==> config.mk <==
export PLATFORM = sky130hd
export DESIGN_NAME = alu_arbiter
export DESIGN_NICKNAME = d
export VERILOG_FILES = /design/src/rtl/alu_arbiter.sv
export SDC_FILE = /design/constraint.sdc
export NUM_CORES = 1
export LEC_CHECK = 0
export ABC_AREA = 0
export BUFFER_PORTS_ARGS = -buffer_cell sky130_fd_sc_hd__buf_4
export CORE_AREA = 2 2 136 105
export DETAILED_ROUTE_END_ITERATION = 8
export DIE_AREA = 0 0 138 107
export GPL_TIMING_DRIVEN = 0
export PLACE_DENSITY = 0.79
export SYNTH_ARGS = -nofsm -noshare
export SYNTH_HDL_FRONTEND = slang
export SYNTH_SLANG_ARGS = --single-unit
==> constraint.sdc <==
create_clock -name clk -period 3.1 [get_ports clk]
set_input_delay 0.93 -clock clk [delete_from_list [all_inputs] [get_ports clk]]
set_output_delay 0.93 -clock clk [all_outputs]
set_load 0.02 [all_outputs]
==> src/rtl/alu_arbiter.sv <==
// alu_arbiter: shares one ALU between the execute path (req0) and the address/branch path (req1).
// Build option: define ALU_ARB_FIXED_PRIO_EN for fixed priority (req0 wins every tie); round robin otherwise.
module alu_arbiter #(
  parameter int XLEN    = 32,
  parameter int OPW     = 4,
  parameter int ALU_LAT = 1
) (
  input  logic            clk,
  input  logic            rst,
  input  logic            req0_valid,
  output logic            req0_ready,
  input  logic [XLEN-1:0] req0_d1,
  input  logic [XLEN-1:0] req0_d2,
  input  logic [OPW-1:0]  req0_op,
  output logic            rsp0_valid,
  output logic [XLEN-1:0] rsp0_data,
  input  logic            req1_valid,
  output logic            req1_ready,
  input  logic [XLEN-1:0] req1_d1,
  input  logic [XLEN-1:0] req1_d2,
  input  logic [OPW-1:0]  req1_op,
  output logic            rsp1_valid,
  output logic [XLEN-1:0] rsp1_data,
  output logic [XLEN-1:0] alu_d1,
  output logic [XLEN-1:0] alu_d2,
  output logic [OPW-1:0]  alu_op,
  input  logic [XLEN-1:0] alu_dout,
  output logic [1:0]      dbg_state
);

  localparam logic [1:0] S_IDLE = 2'd0;
  localparam logic [1:0] S_BUSY = 2'd1;
  localparam logic [1:0] S_RESP = 2'd2;

  localparam int CW = $clog2(ALU_LAT + 1);
  localparam logic [CW-1:0] CNT_INIT = CW'(ALU_LAT);
  localparam logic [CW-1:0] CNT_ONE  = CW'(1);

  logic [1:0]    state;
  logic [CW-1:0] cnt;
  logic          owner;
  logic          grant;
  logic          accept;

  // Handshake: a request transfers on a cycle where reqK_valid and reqK_ready are both high;
  // the requester holds valid and operands stable until then. Responses are a single-cycle
  // rspK_valid pulse with no backpressure; rspK_data holds until the next response to K.

`ifdef ALU_ARB_FIXED_PRIO_EN
  always_comb begin
    grant = ~req0_valid;
  end
`else
  // ptr holds the last grantee; reset to 1 so requester 0 takes the first tie.
  logic ptr;

  always_comb begin
    if (req0_valid && req1_valid) grant = ~ptr;
    else                          grant = ~req0_valid;
  end

  always_ff @(posedge clk) begin
    if (rst)         ptr <= 1'b1;
    else if (accept) ptr <= grant;
  end
`endif

  assign accept     = (state == S_IDLE) && !rst && (req0_valid || req1_valid);
  assign req0_ready = accept && !grant;
  assign req1_ready = accept && grant;

  // Gated with rst so a reset landing in RESP drops the pulse.
  assign rsp0_valid = (state == S_RESP) && !owner && !rst;
  assign rsp1_valid = (state == S_RESP) && owner && !rst;

  assign dbg_state  = state;

  always_ff @(posedge clk) begin
    if (rst) begin
      state     <= S_IDLE;
      cnt       <= '0;
      owner     <= 1'b0;
      alu_d1    <= '0;
      alu_d2    <= '0;
      alu_op    <= '0;
      rsp0_data <= '0;
      rsp1_data <= '0;
    end else begin
      case (state)
        S_IDLE: begin
          if (accept) begin
            alu_d1 <= grant ? req1_d1 : req0_d1;
            alu_d2 <= grant ? req1_d2 : req0_d2;
            alu_op <= grant ? req1_op : req0_op;
            owner  <= grant;
            cnt    <= CNT_INIT;
            state  <= S_BUSY;
          end
        end
        S_BUSY: begin
          cnt <= cnt - CNT_ONE;
          if (cnt == CNT_ONE) begin
            if (owner) rsp1_data <= alu_dout;
            else       rsp0_data <= alu_dout;
            state <= S_RESP;
          end
        end
        S_RESP: begin
          state <= S_IDLE;
        end
        default: begin
          state <= S_IDLE;
        end
      endcase
    end
  end

endmodule
==> key figures, run 1 <==
Clocking
  – Worst-Skew Late Latency: 420 ps
  – Root buffer cell: clkbuf_16
  – Longest Clk Path Bufs: 2
  – Num CTS Buffers: 17
  – CTS H-tree lvls: 4
  – # clock sinks: 137
  – CTS clk-pin slew, worst paths: 60 ps
  – CTS tree: done

Die
  – Ports: 310
  – Core ar.: 13,400 µm²
  – Area of the die: 14,800 µm²
  – Starting Density: 44.2%
  – Die Width: 138 µm
  – DIE HEIGHT: about 110 µm
  – Number of core rows: 37

Yosys
  – Top_reg_cell synth: dfxtp_1
  – Synth Area in Simple Gates: 10.4%
  – YS warnings: 0
  – Synth Instances: 717
  – Post-Syn Area per Cell: 8.27 µm²
  – Synth area leaders: dfxtp_1, a21oi_1, a311oi_1, o211ai_1, nand2_1
  – Count of state elements after synthesis: 137
  – Mapped Nets: 889
  – Synthesized area: 5930 µm²
  – Cell with the most instances after synthesis: dfxtp_1
  – Synth area leader: dfxtp_1
  – Xor/xnor share of the synthesized area: 0%
  – Synth async-reset ratio: 0%
  – Sequential area share after synthesis: about 46%
  – Main combinational cell family by area after synthesis: compound AO/OA/AOI/OAI gates
  – Mux cell area share after synthesis: 0%
  – Adder-cell share of the synthesized area: 0%
  – Post-synth EDFFs: 0
  – Compound-gate portion of the synthesized area: 36.3%
  – Synth unique cells: 27
  – Post-synth top area share: 46.3%
  – Synth cell count leaders: dfxtp_1, a21oi_1, nand2_1, clkbuf_1

Timing
  – Slew @ Worst Pin: about 590 ps
  – Final Setup Violations: 0
  – Post-layout min period: 3060 ps
  – Clock skew: roughly 8.7 ps
  – Max_slew headroom: 60.6%
  – Max Slew Vio Count: 0
  – Final hold vios: 0
  – RSZ-0062 raised after global routing: false
  – Hold WS: between 400 and 500 ps
  – Achievable Freq: approximately 330 MHz
  – Period utilization: 98.7%
  – Setup slack after layout: 41.8 ps

Routing
  – Vias: a little over 7,000
  – Routed WL: 22,600 µm
  – ANT nets after route: 0
  – Mean number of vias per cell: 5.74
  – DRT Pass-1 Iters: 5
  – WL per Instance: 18.3 µm
  – Remaining DRCs: 0
  – Starting DRT DRC Count: ~500

Min path
  – Worst Hold Class: reg2reg

Job
  – Total of max-cap violations: 0

Finish
  – Area Growth Syn to Fin: 53.2%
  – Sequential standard cell area: between 2000 and 3000 µm²
  – Antenna fix cells: 0
  – Final cell count without fillers: about 1,200
  – Layout cells sized above 1: between 30% and 40%
  – Number of fill cells: around 1,200
  – Multi-input gate area: 2770 µm²
  – Nets@finish: 1,220

Setup path
  – Worst setup SP type: primary input
  – Critical path type: in2out
  – Worst EP required: 2170 ps
  – R2R setup slack: 1140 ps
  – CP Capture Type: primary output
  – CP Max Fanout: 10
  – Critical path arrival: 2130 ps

Pwr
  – Pwr dens: 536 nW/µm²
  – Leakage power: 3.62 nW
  – Worst-case vdd ir drop: 0.000434 V

Status
  – Status: completed

Placement
  – Hpwl dp: 16,800 µm
  – GPL Wtd Cong: 0.918
  – PortBufs: 307
  – Placed cells: about 1,200
  – Setup slack at placement: -255 ps

GRT
  – M3 GR Usage: 8.22%
  – Total grt overflow: 0
  – First-pass GRT wire length: between 30,000 and 40,000 µm
  – Antenna violations before repair: 0
  – Aggregate global-route resource usage: 29.4%
  – Largest net degree at the start of global routing: 17
  – GR Util met1: about two fifths
  – GRT busiest layer: met2
  – Met2 usage: 44.8%
  – Vias in the first global route: 6,583
-- critical path, cell delays in order --
cell and delay, ps:
buf_4 140, or2_1 230, buf_6 130, and2_4 130, buf_6 140, buf_6 140
o21a_1 130, buf_6 140
-- flip-flops by register name (all words and copies together) (netlist names) --
name / flops
alu_d2: 32
alu_d1: 32
rsp1_data: 32
owner: 1
rsp0_data: 32
ptr: 1
cnt: 1
alu_op: 4
dbg_state: 2
-- final cells by class --
class | count | share of cell area (%)
well taps | 175 | 2.41
clock buffers | 18 | 4.73
repair buffers | 312 | 25.8
clock inverters | 14 | 1.54
flip-flops and latches | 137 | 30.2
inverters | 2 | 0.0827
plain buffers | 91 | 4.68
multi-input cells | 487 | 30.5
-- stage by stage --
stage	util (%)	cell area (µm²)	setup TNS [ps]	total power, mW
2_1_floorplan	-	5930	0	2.45
3_3_place_gp	63.0	8450	-381	2.91
3_5_place_dp	63.0	8450	-411	2.92
4_1_cts	67.5	9060	0	4.88
5_1_grt	67.7	9080	0	5.05
6_report	67.7	9080	0	4.87
-- per-layer routing --
metal | vias up | routed length (µm)
met5 | - | 0
met1 | 3295 | 9570
met3 | 61 | 2120
met4 | 0 | 821
li1 | 3328 | -
met2 | 409 | 10100
-- cell usage in the layout (no fill, tap or decap), types with 2 or more instances in the layout --
cell	Yosys	layout
nor4bb_1	2	2
clkbuf_1	72	71
o211ai_1	68	68
clkbuf_2	0	2
o21ai_0	68	68
nand2_1	129	129
clkinvlp_4	0	4
inv_2	2	2
inv_8	0	2
inv_6	0	4
a311oi_1	68	68
clkbuf_16	0	17
buf_6	8	10
a21oi_1	136	136
buf_2	10	8
dfxtp_1	137	137
clkinv_4	0	2
buf_4	0	312
-- what timing repair did --
action / CTS / global route
setup buffers: 3 / 2
endpoints found under the setup margin: 2 / 2
pin swaps: 1 / 1
hold buffers: 0 / 0
gates resized for setup: 6 / 4
-- kinds of logic after synthesis --
group	count (synthesis)
AO/OA/AOI/OAI	343
AND/OR/NAND/NOR	144
flip-flops	137
buffers and inverters	93
-- worst paths after layout --
kind	from	endpoint	cells past startpoint
worst min-delay path	rsp0_data[2]	rsp0_data[2]	2
worst min register to register	rsp0_data[2]	rsp0_data[2]	2
worst max register to register	ptr	alu_d1[24]	5
worst max-delay path	req0_valid	req1_ready	8
-- where the power goes --
part           leakage, nW  total [mW]  internal (mW)  switching, mW
Combinational         2.24       0.966          0.437          0.529
Clock                0.268        1.97           1.13          0.841
Sequential            1.12        1.94           1.87         0.0701
No activity file was read; power rests on OpenSTA's default activity.
==> run 2, diff against run 1 <==
--- a/config.mk
+++ b/config.mk
@@ -10,8 +10,8 @@
 export CORE_AREA = 2 2 136 105
 export DETAILED_ROUTE_END_ITERATION = 8
 export DIE_AREA = 0 0 138 107
-export GPL_TIMING_DRIVEN = 0
 export PLACE_DENSITY = 0.79
+export SKIP_CTS_REPAIR_TIMING = 1
 export SYNTH_ARGS = -nofsm -noshare
 export SYNTH_HDL_FRONTEND = slang
 export SYNTH_SLANG_ARGS = --single-unit
==> run 2 against run 1 <==
Against the previous run: sequential share of layout area up 0.78 points; sequential power barely moved; critical path type unchanged; clock power is 10% higher; power grew 3.1%; clock skew rose by 0.66 ps; first-iteration DRC count decreased by 20%; setup slack improved by 270 ps.
==> key figures, run 2 (synthesized netlist as in run 1, its figures left out) <==
Status
  – Status: completed

Timing
  – RSZ-0062 raised after global routing: false
  – Achievable Freq: 359 MHz (+9.9%)
  – Hold WS: 454 ps (+0.224 ps)
  – Max Slew Vio Count: 0 (unchanged)
  – Final Setup Violations: 0 (unchanged)
  – Final hold vios: 0 (unchanged)
  – Post-layout min period: 2780 ps (-275 ps)
  – Max_slew headroom: 35.4% (-25 points)
  – Slew @ Worst Pin: 970 ps (+379 ps)
  – Period utilization: 89.8% (-8.9 points)
  – Setup TNS Final: 0 ps (unchanged)
  – Clock skew: 9.37 ps (+0.665 ps)

Clocking
  – Root buffer cell: clkbuf_16
  – CTS H-tree lvls: 4 (unchanged)
  – Worst-Skew Late Latency: 400 ps (-20 ps)
  – Num CTS Buffers: 17 (unchanged)
  – # clock sinks: 137 (unchanged)
  – Longest Clk Path Bufs: 2 (unchanged)
  – CTS clk-pin slew, worst paths: 60 ps (about the same)
  – CTS tree: done

Finish
  – Multi-input gate area: 2790 µm² (+0.54%)
  – Leading cell types in the layout, fill and taps excluded: buf_4, a21oi_1, dfxtp_1, nand2_1
  – Most common cell after layout, fill and taps aside: buf_4
  – Antenna fix cells: 0 (unchanged)
  – Number of fill cells: 1,165 (-2.4%)
  – Nets@finish: 1,144 (-6.2%)
  – Area Growth Syn to Fin: 49.4%
  – Layout cells sized above 1: 37.2% (+2.4 points)
  – Sequential standard cell area: 2740 µm² (about the same)

Setup path
  – CP Capture Type: primary output
  – Worst Path Buf+Inv: 2 (-3)
  – Slowest stage delay, CP: 300 ps (+70 ps)
  – Worst setup SP type: primary input
  – CP max stage cell: or2_2
  – Cell Chain, Critical Path: buf_4 > or2_2 > and2_4 > o21a_1 > buf_4
  – Worst EP required: 2170 ps (about the same)
  – Critical path arrival: 1850 ps (-280 ps)
  – Critical path type: in2out
  – Delay-heaviest family, CP: simple AND/OR/NAND/NOR gates
  – CP most frequent cell: buf_4
  – CP Max Fanout: 3 (-7)

Die
  – Area of the die: 14,800 µm² (unchanged)
  – Number of core rows: 37 (unchanged)
  – Starting Density: 44.2% (unchanged)
  – DIE HEIGHT: 107 µm (unchanged)
  – Die Width: 138 µm (unchanged)
  – Core ar.: 13,400 µm² (unchanged)
  – Ports: 310 (unchanged)

Routing
  – ANT nets after route: 0 (unchanged)
  – Mean number of vias per cell: 5.75 (+0.12%)
  – Routed WL: 21,300 µm (-5.5%)
  – Remaining DRCs: 0 (unchanged)
  – Starting DRT DRC Count: 403 (-20%)
  – Vias: 6,659 (-6.1%)
  – WL per Instance: 18.4 µm (+0.79%)
  – DRT Pass-1 Iters: 5 (unchanged)

Pwr
  – Switching Share: 27.2% (-2.3 points)
  – Pint: 3.65 mW (+6.5%)
  – Switching pwr: 1.37 mW (-5.1%)
  – Pwr dens: 567 nW/µm² (+5.7%)
  – Worst-case vdd ir drop: 0.000385 V (-11%)
  – Seq pwr share: 38.6% (-1.2 points)
  – Clk pwr share: 43.2% (+2.8 points)
  – Leakage power: 3.55 nW (-2.0%)
  – Gate power share: 18.2% (-1.6 points)

GRT
  – Aggregate global-route resource usage: 27.3% (-2.1 points)
  – Antenna violations before repair: 0 (unchanged)
  – First-pass GRT wire length: 32,800 µm (-6.5%)
  – Vias in the first global route: 6,146 (-6.6%)
  – Total grt overflow: 0 (unchanged)
  – Largest net degree at the start of global routing: 88 (+71)

Placement
  – PortBufs: 309 (+0.65%)
  – GPL Wtd Cong: 0.858 (-6.5%)
  – Hpwl dp: 13,900 µm (-17%)

Min path
  – Worst Hold Class: reg2reg

Job
  – Total of max-cap violations: 0 (unchanged)
## run 2: final timing paths
check / from / slack (ps) / to / depth (start not counted)
worst min register to register: rsp0_data[17] / 450 / rsp0_data[17] / 2
worst min-delay path: rsp0_data[17] / 450 / rsp0_data[17] / 2
worst max register to register: dbg_state[1] / 1190 / alu_d2[9] / 4
worst max-delay path: req0_valid / 320 / req1_ready / 5
## run 2: area by class of cell
class / count / share of cell area [%]
clock buffers: 18 / 4.96
flip-flops and latches: 137 / 31.0
repair buffers: 327 / 27.9
clock inverters: 13 / 2.19
inverters: 2 / 0.0847
well taps: 175 / 2.47
multi-input cells: 487 / 31.5
## run 2: power by group through the flow
| stage | Combinational, mW | Sequential [mW] | Clock (mW) |
|---|---|---|---|
| after floorplan | 0.366 | 2.09 | 0 |
| after global placement | 0.904 | 1.97 | 0 |
| after detailed placement | 0.911 | 1.97 | 0 |
| after CTS | 0.912 | 1.94 | 2.20 |
| after global routing | 0.978 | 1.95 | 2.29 |
| final | 0.912 | 1.94 | 2.17 |
## run 2: per-stage QoR
| step | cell area, µm² | util [%] | setup WS, ps | power [mW] | instances |
|---|---|---|---|---|---|
| final | 8860 | 66.0 | 316 | 5.02 | 1159 |
| after global routing | 8860 | 66.0 | 292 | 5.21 | 1159 |
| after CTS | 8860 | 66.0 | 328 | 5.05 | 1159 |
| after detailed placement | 8230 | 61.3 | 330 | 2.89 | 1128 |
| after global placement | 8230 | 61.3 | 329 | 2.88 | 1128 |
| after floorplan | 5930 | - | 152 | 2.45 | 717 |
## run 2: tightest hold or removal path, delay by kind of cell (launching register included)
family	cells	cell delay, ps
AOI/OAI and AO/OA	1	50
DFF	1	310
and+or+nand+nor	1	50
## run 2: metal layers
metal  global-route usage (%)  part of all wire, %  vias up
met3                     8.89                  8.8       41
li1                         -                    -     3163
met4                     10.3                  2.7        0
met2                     43.7                   48      308
met1                     34.6                   41     3147
met5                        0                    0        -
